`config.mk`:
```
export PLATFORM = sky130hd
export DESIGN_NAME = pcm_sample_fifo
export DESIGN_NICKNAME = d
export VERILOG_FILES = /design/src/rtl/pdm_mic_pkg.sv /design/src/rtl/pcm_peak_tracker.sv /design/src/rtl/pcm_sample_fifo.sv
export SDC_FILE = /design/constraint.sdc
export NUM_CORES = 1
export LEC_CHECK = 0
export CAP_MARGIN = 30
export CORE_AREA = 2 2 168 170
export CTS_BUF_LIST = sky130_fd_sc_hd__clkbuf_2
export CTS_CLUSTER_DIAMETER = 40
export DETAILED_ROUTE_END_ITERATION = 10
export DIE_AREA = 0 0 170 172
export DONT_BUFFER_PORTS = 1
export PLACE_DENSITY = 0.52
export SETUP_SLACK_MARGIN = 0.05
export SYNTH_ARGS = -nofsm -noshare
export SYNTH_HDL_FRONTEND = slang
export SYNTH_SLANG_ARGS = --single-unit
```
`constraint.sdc`:
```
create_clock -name clk -period 8.3 [get_ports clk]
set_input_delay 1.245 -clock clk [delete_from_list [all_inputs] [get_ports clk]]
set_output_delay 1.245 -clock clk [all_outputs]
set_load 0.005 [all_outputs]
```
`src/rtl/pdm_mic_pkg.sv`:
```
// pdm_mic_pkg: shared widths, sample type and register offsets for the PDM microphone peripheral
package pdm_mic_pkg;
  localparam int PCM_W = 16;
  localparam int FIFO_ADDR_W = 4;
  typedef logic signed [PCM_W-1:0] pcm_sample_t;
  localparam logic [3:0] REG_DATA = 4'h0;
  localparam logic [3:0] REG_STATUS = 4'h4;
  localparam logic [3:0] REG_CTRL = 4'h8;
endpackage

```
`src/rtl/pcm_peak_tracker.sv`:
```
// pcm_peak_tracker: running maximum of saturated |sample| over every valid strobe
module pcm_peak_tracker
  import pdm_mic_pkg::*;
#(
  parameter int DATA_W = PCM_W
) (
  input  logic              clk,
  input  logic              rst,
  input  logic              clr,
  input  logic              valid,
  input  logic [DATA_W-1:0] sample,
  output logic [DATA_W-2:0] peak_abs
);
  logic [DATA_W-2:0] peak_q, peak_d, mag, base;
  logic [DATA_W-1:0] neg;
  // magnitude with the most negative code saturated; clear applies before a same-cycle sample
  always_comb begin
    neg = -sample;
    mag = sample == {1'b1, {(DATA_W-1){1'b0}}} ? {(DATA_W-1){1'b1}}
        : sample[DATA_W-1] ? neg[DATA_W-2:0] : sample[DATA_W-2:0];
    base = clr ? '0 : peak_q;
    peak_d = valid && mag > base ? mag : base;
  end
  // peak register
  always_ff @(posedge clk) begin
    if (rst) peak_q <= '0;
    else peak_q <= peak_d;
  end
  assign peak_abs = peak_q;
endmodule

```
`src/rtl/pcm_sample_fifo.sv`:
```
// pcm_sample_fifo: 16-deep FWFT PCM sample buffer with level, sticky overflow and threshold irq (optional peak meter: PCM_FIFO_PEAK_EN)
module pcm_sample_fifo
  import pdm_mic_pkg::*;
#(
  parameter int ADDR_W = FIFO_ADDR_W,
  parameter int DATA_W = PCM_W
) (
  input  logic              clk,
  input  logic              rst,
  input  logic [DATA_W-1:0] pcm_in,
  input  logic              pcm_valid,
  input  logic              rd_pop,
  input  logic              flush,
  input  logic              ovf_clr,
  input  logic              irq_en,
  input  logic [ADDR_W:0]   irq_thresh,
  output logic [DATA_W-1:0] rd_data,
  output logic [ADDR_W:0]   level,
  output logic              empty,
  output logic              full,
  output logic              overflow,
  output logic              irq
`ifdef PCM_FIFO_PEAK_EN
  ,
  input  logic              peak_clr,
  output logic [DATA_W-2:0] peak_abs
`endif
);
  localparam int DEPTH = 2 ** ADDR_W;
  logic [DATA_W-1:0] mem_q [DEPTH];
  logic [ADDR_W:0] wr_q, wr_d, rd_q, rd_d;
  logic ovf_q, ovf_d, pop_ok, push, ovf_evt;
  assign level = wr_q - rd_q;
  assign empty = level == '0;
  assign full = level == (ADDR_W+1)'(DEPTH);
  assign overflow = ovf_q;
  assign rd_data = empty ? '0 : mem_q[rd_q[ADDR_W-1:0]];
  assign irq = irq_en && level >= irq_thresh && irq_thresh != '0;
  // a pop frees the slot for a same-cycle write when full; flush overrides everything
  always_comb begin
    pop_ok = rd_pop && !empty;
    push = pcm_valid && (!full || pop_ok);
    ovf_evt = pcm_valid && full && !pop_ok;
    wr_d = flush ? '0 : wr_q + (ADDR_W+1)'(push);
    rd_d = flush ? '0 : rd_q + (ADDR_W+1)'(pop_ok);
    ovf_d = flush ? 1'b0 : ovf_evt ? 1'b1 : ovf_clr ? 1'b0 : ovf_q;
  end
  // pointer and overflow state
  always_ff @(posedge clk) begin
    if (rst) begin
      wr_q <= '0;
      rd_q <= '0;
      ovf_q <= 1'b0;
    end else begin
      wr_q <= wr_d;
      rd_q <= rd_d;
      ovf_q <= ovf_d;
    end
  end
  // sample storage, not reset
  always_ff @(posedge clk) begin
    if (push && !flush) mem_q[wr_q[ADDR_W-1:0]] <= pcm_in;
  end
`ifdef PCM_FIFO_PEAK_EN
  pcm_peak_tracker #(.DATA_W(DATA_W)) u_peak (
    .clk(clk),
    .rst(rst),
    .clr(peak_clr),
    .valid(pcm_valid),
    .sample(pcm_in),
    .peak_abs(peak_abs)
  );
`endif
endmodule

```
# --- After elaboration in Yosys (flattened, before gate mapping) ---
# Memories as Yosys holds them, arrays and structs flattened. A register that Yosys moved wholly into a read port is not among the register bits.
# Cells that the tools add are included.
word_totals:
  regBits: 11
  mem_bits_rw: 256
  input_bits: 28
  mem_count: 1
mem_list:
  columns: ["memory", "depth", "word_bits", "rd", "rd_clocked_by_memory_dff", "wr", "line", "rtl"]
  rows:
  - ["mem_q", 16, 16, 1, 1, 1, "pcm_sample_fifo.sv:30", "logic [DATA_W-1:0] mem_q [DEPTH];"]
op_classes:
  add_sub_neg: 3
  magnitude_cmp: 1
  n_eq_ne: 1
  n_mux: 6
  reduce_logical: 16
op_table:
  columns: ["op", "count"]
  rows:
  - ["16-bit 2-to-1 mux", 1]
  - ["5-bit by 1-bit adder with 5-bit output", 2]
  - ["1-bit logical AND", 7]
  - ["5-bit equality test, second input constant", 1]
  - ["5-bit >= comparator", 1]
  - ["5-bit logical NOT", 1]
  - ["5-bit nonzero test", 1]
  - ["5-bit subtractor", 1]
  - ["1-bit logical NOT", 4]
  - ["1-bit 2-to-1 mux", 4]
  - ["4-bit 2-to-1 mux", 1]
  - ["2-bit nonzero test", 1]
  - ["2-bit OR reduction", 1]
  - ["1-bit logical OR", 1]

# --- Longest topological paths before layout ---
# Gate-level depths: netlist of the first run.
depth:
  word_depth: 9
  ltp_mapped: 15
  ltp_nobuf: 13

# --- Worst setup path after synthesis of the first run ---
# OpenSTA, ideal clock, no wires.
synth_path:
  path_type: "reg-to-reg"
  from: "register rd_q[3]"
  to: "memory mem_q[0][0] (netlist name) (enable)"
  setup_time_ns: 0.430
  t_arrival_ns: 3.338
  setup_slack_ns: 4.532
  path_stages_with_launch: 10
  path_cell_list: "dfxtp_1 -> clkbuf_1 -> inv_2 -> buf_2 -> ha_1 -> nor2_1 -> a21oi_2 -> xnor2_2 -> nor4b_4 -> nor4_1"
synth_between:
  elab_chain_cells: 9
synth_lines:
  columns: ["item", "line", "rtl"]
  rows:
  - ["from (decl)", "pcm_sample_fifo.sv:31", "logic [ADDR_W:0] wr_q, wr_d, rd_q, rd_d;"]
  - ["from (signal assigned)", "pcm_sample_fifo.sv:56", "rd_q <= rd_d;"]
  - ["5-bit subtractor (*)", "pcm_sample_fifo.sv:33", "assign level = wr_q - rd_q;"]
  - ["5-bit logical NOT", "pcm_sample_fifo.sv:34", "assign empty = level == '0;"]
  - ["1-bit logical NOT", "pcm_sample_fifo.sv:41", "pop_ok = rd_pop && !empty;"]
  - ["1-bit logical AND", "pcm_sample_fifo.sv:41", null]
  - ["1-bit logical OR (*)", "pcm_sample_fifo.sv:42", "push = pcm_valid && (!full || pop_ok);"]
  - ["1-bit logical AND (*)", "pcm_sample_fifo.sv:42", null]
  - ["1-bit logical AND (*)", "pcm_sample_fifo.sv:62", "if (push && !flush) mem_q[wr_q[ADDR_W-1:0]] <= pcm_in;"]
  - ["1-bit 2-to-1 mux (*)", "pcm_sample_fifo.sv:62", null]
  - ["1-bit 2-to-1 mux (implied by the code) (*)", "pcm_sample_fifo.sv:62", null]
  - ["to (decl)", "pcm_sample_fifo.sv:30", null]
# Mark *: on every way between the ends. The rest lies on a longest branch, timed or not.

# --- Worst setup path in the final report of the first run ---
layout_path:
  from: "register rd_q[1]"
  to: "output rd_data[5]"
layout_between:
  elab_chain_cells: 3
layout_lines:
  columns: ["item", "line", "rtl"]
  rows:
  - ["5-bit subtractor", "pcm_sample_fifo.sv:33", null]
  - ["named net level[3]", "pcm_sample_fifo.sv:18", "output logic [ADDR_W:0] level,"]
  - ["5-bit logical NOT", "pcm_sample_fifo.sv:34", null]
  - ["named net empty", "pcm_sample_fifo.sv:19", "output logic empty,"]
  - ["16-bit 2-to-1 mux", "pcm_sample_fifo.sv:37", "assign rd_data = empty ? '0 : mem_q[rd_q[ADDR_W-1:0]];"]
  - ["to (decl)", "pcm_sample_fifo.sv:17", "output logic [DATA_W-1:0] rd_data,"]
# The timed path passes the listed nets, and every way through them passes these cells.

==> impl_metrics.env, run 1 <==
export IMPL_run_status="completed"
export IMPL_area_growth_pct=11.10
export IMPL_cts_buffers=68
export IMPL_synth_xor_xnor_area_share=0.009518
export IMPL_routedWlPerCell_um=23.74
export IMPL_worst_r2r_setup_slack_ps=4760
export IMPL_path_max_fanout=31
export IMPL_max_slew_worst_pin_slew_ps=894.0
export IMPL_grt_max_degree=39
export IMPL_root_buffer="clkbuf_2"
export IMPL_timing_slew_headroom=0.4040
export IMPL_layout_min_cycle_time_ps=4773
export IMPL_startpoint="rd_q[1]"
export IMPL_endpoint_kind="output pin"
export IMPL_cp_arrival_ps=3530
export IMPL_cts_setup_buffers=0
export IMPL_cts_resized=0
export IMPL_r2r_end="mem_q[0][7]"
export IMPL_max_freq_ghz=0.2095
export IMPL_num_fill_cells=2406
export IMPL_cts_num_sinks=267
export IMPL_antenna_left=0
export IMPL_multi_input_area_um2=2730
export IMPL_grt_pass1_wl_um=35020
export IMPL_antenna_found_initial=1
export IMPL_h_tree_depth=3
export IMPL_wirelength_um=23640
export IMPL_syn_area_um2=10780
export IMPL_setup_viol=0
export IMPL_p_leak_nw=3.983
export IMPL_hold_viol_final=0
export IMPL_hpwl_um=14130
export IMPL_crit_end="rd_data[5]"
export IMPL_io_pins=53
export IMPL_drt_iter0_drc=362
export IMPL_grt_usage=0.1684
export IMPL_grt_overflow_total=0
export IMPL_die_w_um=170
export IMPL_critPathRequiredTime_ps=7050
export IMPL_first_pass_iters=4
export IMPL_clk_path_buf_depth=3
export IMPL_nets=653
export IMPL_die_area_um2=29240
export IMPL_worstReg2RegStart="rd_q[0]"
export IMPL_postCtsHoldBufs=0
export IMPL_finalInstanceArea_um2=11980
export IMPL_rsz0062_at_grt="no"
export IMPL_fin_crit_sh=0.5750
export IMPL_hp_class="input pin to flip-flop"
export IMPL_syn_nets=582
export IMPL_gp_congestion=0.7031
export IMPL_grt_pass1_vias=5639
export IMPL_rows=61
export IMPL_drv_slew=0
export IMPL_drcViolationCount=0
export IMPL_coreArea_um2=27480
export IMPL_ir_drop_mv=0.06021
export IMPL_synthSimpleGateAreaFrac=0.05061
export IMPL_power_density_nw_per_um2=206.8
export IMPL_synth_warnings=0
export IMPL_cap_viol_max_count=0
export IMPL_die_y_um=172
export IMPL_yosysSeqAreaShare=0.7336
export IMPL_fin_ws_ps=3527
export IMPL_final_cell_mix="edfxtp_1, clkbuf_2, mux4_2"
export IMPL_clock_latency_ps=760
export IMPL_r2r_cells=9
export IMPL_pre_cts_slack_ps=4287
export IMPL_syn_avg_cell_area_um2=19.96
export IMPL_io_buffers=0
export IMPL_critPathKind="flip-flop to output pin"
export IMPL_clk_pin_slew_ps=110
export IMPL_final_common_cell="edfxtp_1"
export IMPL_synth_compound_area_share=0.01973
export IMPL_ys_types=40
export IMPL_syn_inst=540
export IMPL_vias_per_cell=5.309
export IMPL_regArea_um2=7913
export IMPL_ys_ff_latch=267
export IMPL_cts_tree="yes"
export IMPL_synth_top_family_by_area="multiplexers"
export IMPL_setup_tns_ps=0
export IMPL_synth_mux_area_frac=0.1486
export IMPL_power_total_w=0.002477
export IMPL_worstSetupStartpointType="flip-flop"
export IMPL_routed_via_count=5288
export IMPL_floorplan_initialDensity=0.3923
export IMPL_drive_gt1_frac=0.3513
export IMPL_placed_area_um2=11390
export IMPL_fin_skew_ps=33.40
export IMPL_synth_fa_ha_area_frac=0.01695
## cells by family (layout without fill, tap and decap cells)
group / Yosys count / count (layout)
AO/OA/AOI/OAI: 23 / 23
XOR/XNOR: 10 / 10
adder cells (fa/ha/maj): 14 / 14
buffers and inverters: 41 / 150
flip-flops: 267 / 267
multiplexers: 80 / 80
other: 0 / 1
AND/OR/NAND/NOR: 105 / 105
## cell usage after synthesis (all sizes together)
| master | n | area (um2) |
|---|---|---|
| nand3 | 4 | 20.02 |
| mux2i | 16 | 160.2 |
| nor2b | 3 | 18.77 |
| inv | 13 | 48.79 |
| fa | 1 | 20.02 |
| or4 | 1 | 7.510 |
| or2 | 1 | 6.260 |
| dfxtp | 11 | 220.2 |
| buf | 18 | 140.1 |
| o221ai | 1 | 8.760 |
| or3 | 4 | 25.02 |
| a211oi | 16 | 165.2 |
| nor3 | 12 | 60.06 |
| and2 | 4 | 25.02 |
| a21oi | 4 | 23.77 |
| xnor2 | 6 | 60.06 |
| a32o | 1 | 10.01 |
| and3 | 16 | 100.1 |
| nand3b | 1 | 7.510 |
| nor2 | 11 | 41.29 |
| mux4 | 64 | 1441 |
| nor4b | 1 | 23.77 |
| clkbuf | 10 | 37.54 |
| xor2 | 4 | 42.55 |
| ha | 13 | 162.7 |
| nand2 | 35 | 131.4 |
| nor3b | 1 | 7.510 |
| nor4 | 5 | 31.28 |
| edfxtp | 256 | 7687 |
| and3b | 1 | 8.760 |
| nand2b | 5 | 31.28 |
| o21ai | 1 | 5.000 |
## metrics by stage
| step | hold WS, ps | std cells | util |
|---|---|---|---|
| after floorplan | 493.9 | 540 | - |
| after global placement | 515.5 | 878 | 0.4103 |
| after detailed placement | 543.1 | 887 | 0.4147 |
| after CTS | 456.4 | 995 | 0.4357 |
| after global routing | 457.1 | 996 | 0.4358 |
| final | 555.1 | 996 | 0.4358 |
## flip-flops by register name (all words and copies together), names as in the netlist
register	count
mem_q	256
rd_q	5
wr_q	5
overflow	1
## where the power goes
| part | switching [W] | total (W) | internal [W] |
|---|---|---|---|
| registers | 0.00000926 | 0.00149 | 0.00148 |
| logic | 0.0000710 | 0.000137 | 0.0000655 |
| clock network | 0.000484 | 0.000851 | 0.000367 |
| total | 0.000565 | 0.00248 | 0.00191 |
## per-layer routing
layer / wire length (um) / global-route usage
met1: 10250 / 0.2238
met4: 378 / 0.06094
met3: 1543 / 0.04349
met2: 11470 / 0.2706
met5: 0 / 0
## how the worst min path moves through the flow
stage                     slack [ps]           end  cells past startpoint  startpoint
after floorplan                  490      overflow                      1    overflow
after global placement           520       rd_q[4]                      2     rd_q[4]
after detailed placement         540       rd_q[4]                      2     rd_q[4]
after CTS                        460  mem_q[14][0]                      0   pcm_in[0]
after global routing             460   mem_q[2][3]                      0   pcm_in[3]
final                            560   mem_q[5][0]                      0   pcm_in[0]
## area by class of cell
cell class                 count  area share
sequential                   267      0.6607
tap                          346     0.03615
inverter                      13    0.004075
clock inverter                12    0.008254
multi-input combinational    232      0.2280
timing repair buffer          29     0.02246
antenna                        1   0.0002090
clock buffer                  96     0.04012
## worst max-delay path, stage by stage, from the launching register on
cell and delay [ps]:
dfxtp_2 930, inv_1 110, ha_1 310, nand3b_1 70, nand2_1 100, xor2_2 310
and3b_1 390, buf_16 240, a211oi_1 300
Power figures use the tool's default switching activity.
==> inputs of run 2 (changes only) <==
- PLACE_DENSITY: 0.52 -> 0.54
- clock period: 8.3 -> 4.17 ns (I/O delays scaled with it)
==> impl_metrics.env, run 2 (synthesis gave the netlist of run 1 again) <==
export IMPL_worst_r2r_setup_slack_ps=1040
export IMPL_routed_via_count=5525
export IMPL_power_density_nw_per_um2=402.3
export IMPL_final_cell_mix="edfxtp_1, clkbuf_2, mux4_2"
export IMPL_endpoint_kind="output pin"
export IMPL_p_int_w=0.003751
export IMPL_antenna_left=0
export IMPL_cp_slowest_cell="fa_1"
export IMPL_drv_slew=0
export IMPL_max_freq_ghz=0.2593
export IMPL_route_met2_wl_um=12130
export IMPL_clk_path_buf_depth=3
export IMPL_largest_register_ffs=256
export IMPL_h_tree_depth=3
export IMPL_grt_overflow_total=0
export IMPL_max_slew_worst_pin_slew_ps=981.4
export IMPL_nets=675
export IMPL_final_common_cell="edfxtp_1"
export IMPL_num_fill_cells=2429
export IMPL_grt_pass1_vias=5789
export IMPL_cts_num_sinks=267
export IMPL_hold_path_endpoint="overflow"
export IMPL_vias_per_cell=5.465
export IMPL_drt_iter0_drc=376
export IMPL_root_buffer="clkbuf_2"
export IMPL_hp_class="input pin to flip-flop"
export IMPL_slowest_delay_ps=430
export IMPL_die_w_um=170
export IMPL_m1WireLength_um=10580
export IMPL_timing_slew_headroom=0.3397
export IMPL_rsz0062_at_grt="no"
export IMPL_cts_tree="yes"
export IMPL_worstReg2RegStart="wr_q[0]"
export IMPL_die_y_um=172
export IMPL_setup_tns_ps=0
export IMPL_holdCritStartpoint="rd_pop"
export IMPL_layout_min_cycle_time_ps=3856
export IMPL_path_buf_inv=2
export IMPL_p_leak_nw=4.046
export IMPL_cp_arrival_ps=3230
export IMPL_top_layer="met4"
export IMPL_first_pass_iters=4
export IMPL_cap_viol_max_count=0
export IMPL_run_status="completed"
export IMPL_io_buffers=0
export IMPL_critPathKind="flip-flop to output pin"
export IMPL_cts_buffers=67
export IMPL_cpLargestDelayFamily="adder cells"
export IMPL_hpwl_um=13820
export IMPL_drive_gt1_frac=0.3494
export IMPL_sequentialPowerShare=0.604
export IMPL_gp_congestion=0.7180
export IMPL_grt_pass1_wl_um=36380
export IMPL_grt_max_degree=66
export IMPL_power_frac_comb=0.072
export IMPL_antenna_found_initial=1
export IMPL_path_max_fanout=5
export IMPL_io_pins=53
export IMPL_fin_crit_sh=0.9248
export IMPL_coreArea_um2=27480
export IMPL_grt_usage=0.1728
export IMPL_area_growth_pct=12.54
export IMPL_fin_skew_ps=58.59
export IMPL_clock_power_share=0.323
export IMPL_wirelength_um=24560
export IMPL_p_sw_w=0.001129
export IMPL_switching_share=0.2314
export IMPL_crit_path_cell_trace="inv_1, ha_1, fa_1, nand2b_1, a21oi_2, xnor2_2, and3b_2, a211oi_1, buf_4"
export IMPL_ir_drop_mv=0.1184
export IMPL_dr_wl_met3_um=1475
export IMPL_rows=61
export IMPL_floorplan_initialDensity=0.3923
export IMPL_hold_viol_final=0
export IMPL_routedWlPerCell_um=24.29
export IMPL_die_area_um2=29240
export IMPL_drcViolationCount=0
export IMPL_clock_latency_ps=740
export IMPL_power_total_w=0.004880
export IMPL_worstSetupStartpointType="flip-flop"
export IMPL_r2r_end="rd_q[4]"
export IMPL_clk_pin_slew_ps=100
export IMPL_critPathRequiredTime_ps=3540
export IMPL_r2r_cells=14
export IMPL_min_delay_path_depth=2
export IMPL_setup_viol=0
[run 2: cell types whose count changed in the layout (fill, tap and decap cells not counted), sizes merged]
cell / previous run / this run
bufinv: 2 / 1
inv: 16 / 12
clkinv: 7 / 4
buf: 29 / 35
clkinvlp: 0 / 1
dlygate4sd3: 0 / 17
clkbuf: 96 / 95
[run 2: routing by layer]
layer / track usage / vias up
met3: 0.03799 / 30
met1: 0.2309 / 2929
li1: - / 2401
met2: 0.2832 / 165
met4: 0.05834 / 0
met5: 0 / -
[run 2: cell type report]
class	count	area, um2	share of cell area
inverter	13	52.55	0.004332
clock buffer	95	475.5	0.03920
tap	346	432.9	0.03569
timing repair buffer	52	469.2	0.03868
clock inverter	5	45.04	0.003713
sequential	267	7914	0.6524
multi-input combinational	232	2739	0.2258
antenna	1	2.502	0.0002063
[run 2: worst reg2reg max path, cell delays in order (launching register included)]
cell and delay, ps:
dfxtp_1 390, inv_1 90, ha_1 220, fa_1 430, nand2b_1 180, a21oi_2 160
xnor2_2 180, and3b_2 350, buf_6 240, nor2b_1 90, ha_1 200, ha_1 210
nand3_1 110, xor2_1 150, nor2_1 50
[run 2: timing repair]
action,in CTS,in global routing
hold buffers,17,0
gates resized for setup,1,4
setup buffers,1,0
endpoints found under the setup margin,16,7
hold endpoints to repair,257,0
cloned,0,0
[run 2: power by group through the flow]
stage	sequential, W	combinational (W)	clock (W)
2_1_floorplan	0.00301	0.000224	0
3_3_place_gp	0.00301	0.000305	0
3_5_place_dp	0.00301	0.000310	0
4_1_cts	0.00295	0.000357	0.00165
5_1_grt	0.00295	0.000386	0.00176
6_report	0.00295	0.000353	0.00158
[run 2: worst max-delay path by stage]
stage,from,to,slack (ps),cells after the start
finish,wr_q[0],rd_data[5],310,9
global route,wr_q[0],rd_data[5],80,9
CTS,wr_q[0],rd_data[1],60,10
detailed placement,rd_q[2],rd_data[2],750,9
global placement,rd_q[2],rd_data[5],750,8
floorplan,rd_q[3],mem_q[0][0],400,9
[run 2: stage by stage]
stage               setup WS (ps)  std cells  instance area, um2    util  hold WS, ps
finish                      313.8       1011               12130  0.4415        145.7
global route                80.48       1011               12130  0.4415        52.62
CTS                         60.57       1010               12110  0.4409        39.31
detailed placement          748.8        892               11410  0.4153        532.6
global placement            746.0        891               11380  0.4143        521.7
floorplan                   401.8        540               10780       -        493.9
==> inputs of run 3 (changes only) <==
- SETUP_SLACK_MARGIN: 0.05 -> 0.5
==> impl_metrics.env, run 3 (synthesis gave the netlist of run 1 again) <==
export IMPL_run_status="completed"
export IMPL_clock_latency_ps=760
export IMPL_grt_usage=0.1764
export IMPL_crit_path_cell_trace="inv_2, ha_4, fa_2, nand2b_4, a21oi_4, xnor2_2, and3b_2, buf_12, a211oi_2, buf_4"
export IMPL_r2r_end="wr_q[4]"
export IMPL_clk_pin_slew_ps=100
export IMPL_drcViolationCount=0
export IMPL_slowest_delay_ps=370
export IMPL_drv_slew=0
export IMPL_cp_slowest_cell="fa_2"
export IMPL_fin_skew_ps=63.69
export IMPL_antenna_found_initial=1
export IMPL_critPathKind="flip-flop to output pin"
export IMPL_cpLargestDelayFamily="adder cells"
export IMPL_root_buffer="clkbuf_2"
export IMPL_gp_congestion=0.7180
export IMPL_path_max_fanout=7
export IMPL_timing_slew_headroom=0.3194
export IMPL_endpoint_kind="output pin"
export IMPL_cp_arrival_ps=2960
export IMPL_p_leak_nw=4.139
export IMPL_max_slew_worst_pin_slew_ps=1012
export IMPL_whs_ps=122.1
export IMPL_setup_tns_ps=0
export IMPL_hold_path_endpoint="overflow"
export IMPL_final_cell_mix="edfxtp_1, clkbuf_2, mux4_2"
export IMPL_worstSetupStartpointType="flip-flop"
export IMPL_coreArea_um2=27480
export IMPL_drive_gt1_frac=0.3878
export IMPL_r2r_cells=16
export IMPL_nets=684
export IMPL_drt_iter0_drc=384
export IMPL_min_delay_path_depth=2
export IMPL_fin_crit_sh=0.8602
export IMPL_vias_per_cell=5.481
export IMPL_routed_via_count=5591
export IMPL_grt_overflow_total=0
export IMPL_area_growth_pct=15.42
export IMPL_wirelength_um=25340
export IMPL_clk_path_buf_depth=3
export IMPL_placed_cells=892
export IMPL_grt_pass1_vias=5863
export IMPL_rsz0062_at_grt="yes"
export IMPL_final_common_cell="edfxtp_1"
export IMPL_antenna_left=0
export IMPL_worst_r2r_setup_slack_ps=1120
export IMPL_cts_tree="yes"
export IMPL_worstReg2RegStart="wr_q[0]"
export IMPL_cap_viol_max_count=0
export IMPL_grt_max_degree=66
export IMPL_die_area_um2=29240
export IMPL_grt_pass1_wl_um=37020
export IMPL_final_cells=1020
export IMPL_cts_buffers=67
export IMPL_path_buf_inv=3
export IMPL_largest_register_ffs=256
export IMPL_hold_viol_final=0
export IMPL_routedWlPerCell_um=24.85
export IMPL_h_tree_depth=3
export IMPL_io_pins=53
export IMPL_rows=61
export IMPL_critPathRequiredTime_ps=3540
export IMPL_cts_num_sinks=267
export IMPL_hpwl_um=13820
export IMPL_die_y_um=172
export IMPL_hp_class="input pin to flip-flop"
export IMPL_first_pass_iters=5
export IMPL_max_freq_ghz=0.2788
export IMPL_holdCritStartpoint="rd_pop"
export IMPL_ir_drop_mv=0.1233
export IMPL_power_density_nw_per_um2=400.9
export IMPL_io_buffers=0
export IMPL_layout_min_cycle_time_ps=3587
export IMPL_die_w_um=170
export IMPL_setup_viol=0
export IMPL_floorplan_initialDensity=0.3923
-- run 3: power by group --
part           internal, W  switching [W]
combinational     0.000220       0.000236
clock             0.000651       0.000931
sequential         0.00294     0.00000457
total              0.00382        0.00117
-- run 3: what timing repair did --
item / 4_1_cts / 5_1_grt
hold buffers: 17 / 0
setup endpoints to repair: 19 / 19
buffers inserted: 5 / 3
resized for setup: 37 / 7
pin swaps: 7 / 7
cloned: 1 / 1
endpoints found under the hold margin: 257 / 0
-- run 3: stage by stage --
stage               total power [W]  area [um2]  setup slack (ps)    util
global route               0.005208       12440             408.1  0.4528
global placement           0.003316       11380             746.0  0.4143
detailed placement         0.003322       11410             748.8  0.4153
CTS                        0.005040       12350             446.3  0.4496
floorplan                  0.003235       10780             401.8       -
finish                     0.004988       12440             583.0  0.4528
-- run 3: final cells by class --
| cell class | count | area (um2) |
|---|---|---|
| Fill cell | 2404 | 15040 |
| Sequential cell | 267 | 7921 |
| Multi-Input combinational cell | 232 | 2899 |
| Timing Repair Buffer | 61 | 611.8 |
| Clock buffer | 95 | 475.5 |
| Tap cell | 346 | 432.9 |
| Inverter | 13 | 52.55 |
| Clock inverter | 5 | 45.04 |
| Antenna cell | 1 | 2.502 |
-- run 3: worst register-to-register path: stages (launching register included) --
cell	delay (ps)
dfxtp_2	350
inv_2	50
ha_4	150
fa_2	370
nand2b_4	170
a21oi_4	150
xnor2_2	110
buf_4	150
buf_4	130
nor4b_4	200
buf_4	310
nor2b_1	90
ha_1	210
ha_1	210
nand3_1	100
xor2_1	160
nor2_1	50
-- run 3: per-layer routing --
layer,global-route usage,share of wire,vias up
met1,0.2324,0.43,2966
met4,0.05834,0.020,0
met2,0.2916,0.50,173
met5,0,0,-
li1,-,-,2417
met3,0.04143,0.054,35
-- run 3: how the worst max path moves through the flow --
stage               startpoint     endpoint  cells past startpoint
floorplan              rd_q[3]  mem_q[0][0]                      9
global placement       rd_q[2]   rd_data[5]                      8
detailed placement     rd_q[2]   rd_data[2]                      9
CTS                    wr_q[0]   rd_data[2]                     10
global route           rd_q[3]  rd_data[10]                      9
finish                 wr_q[0]   rd_data[0]                     10
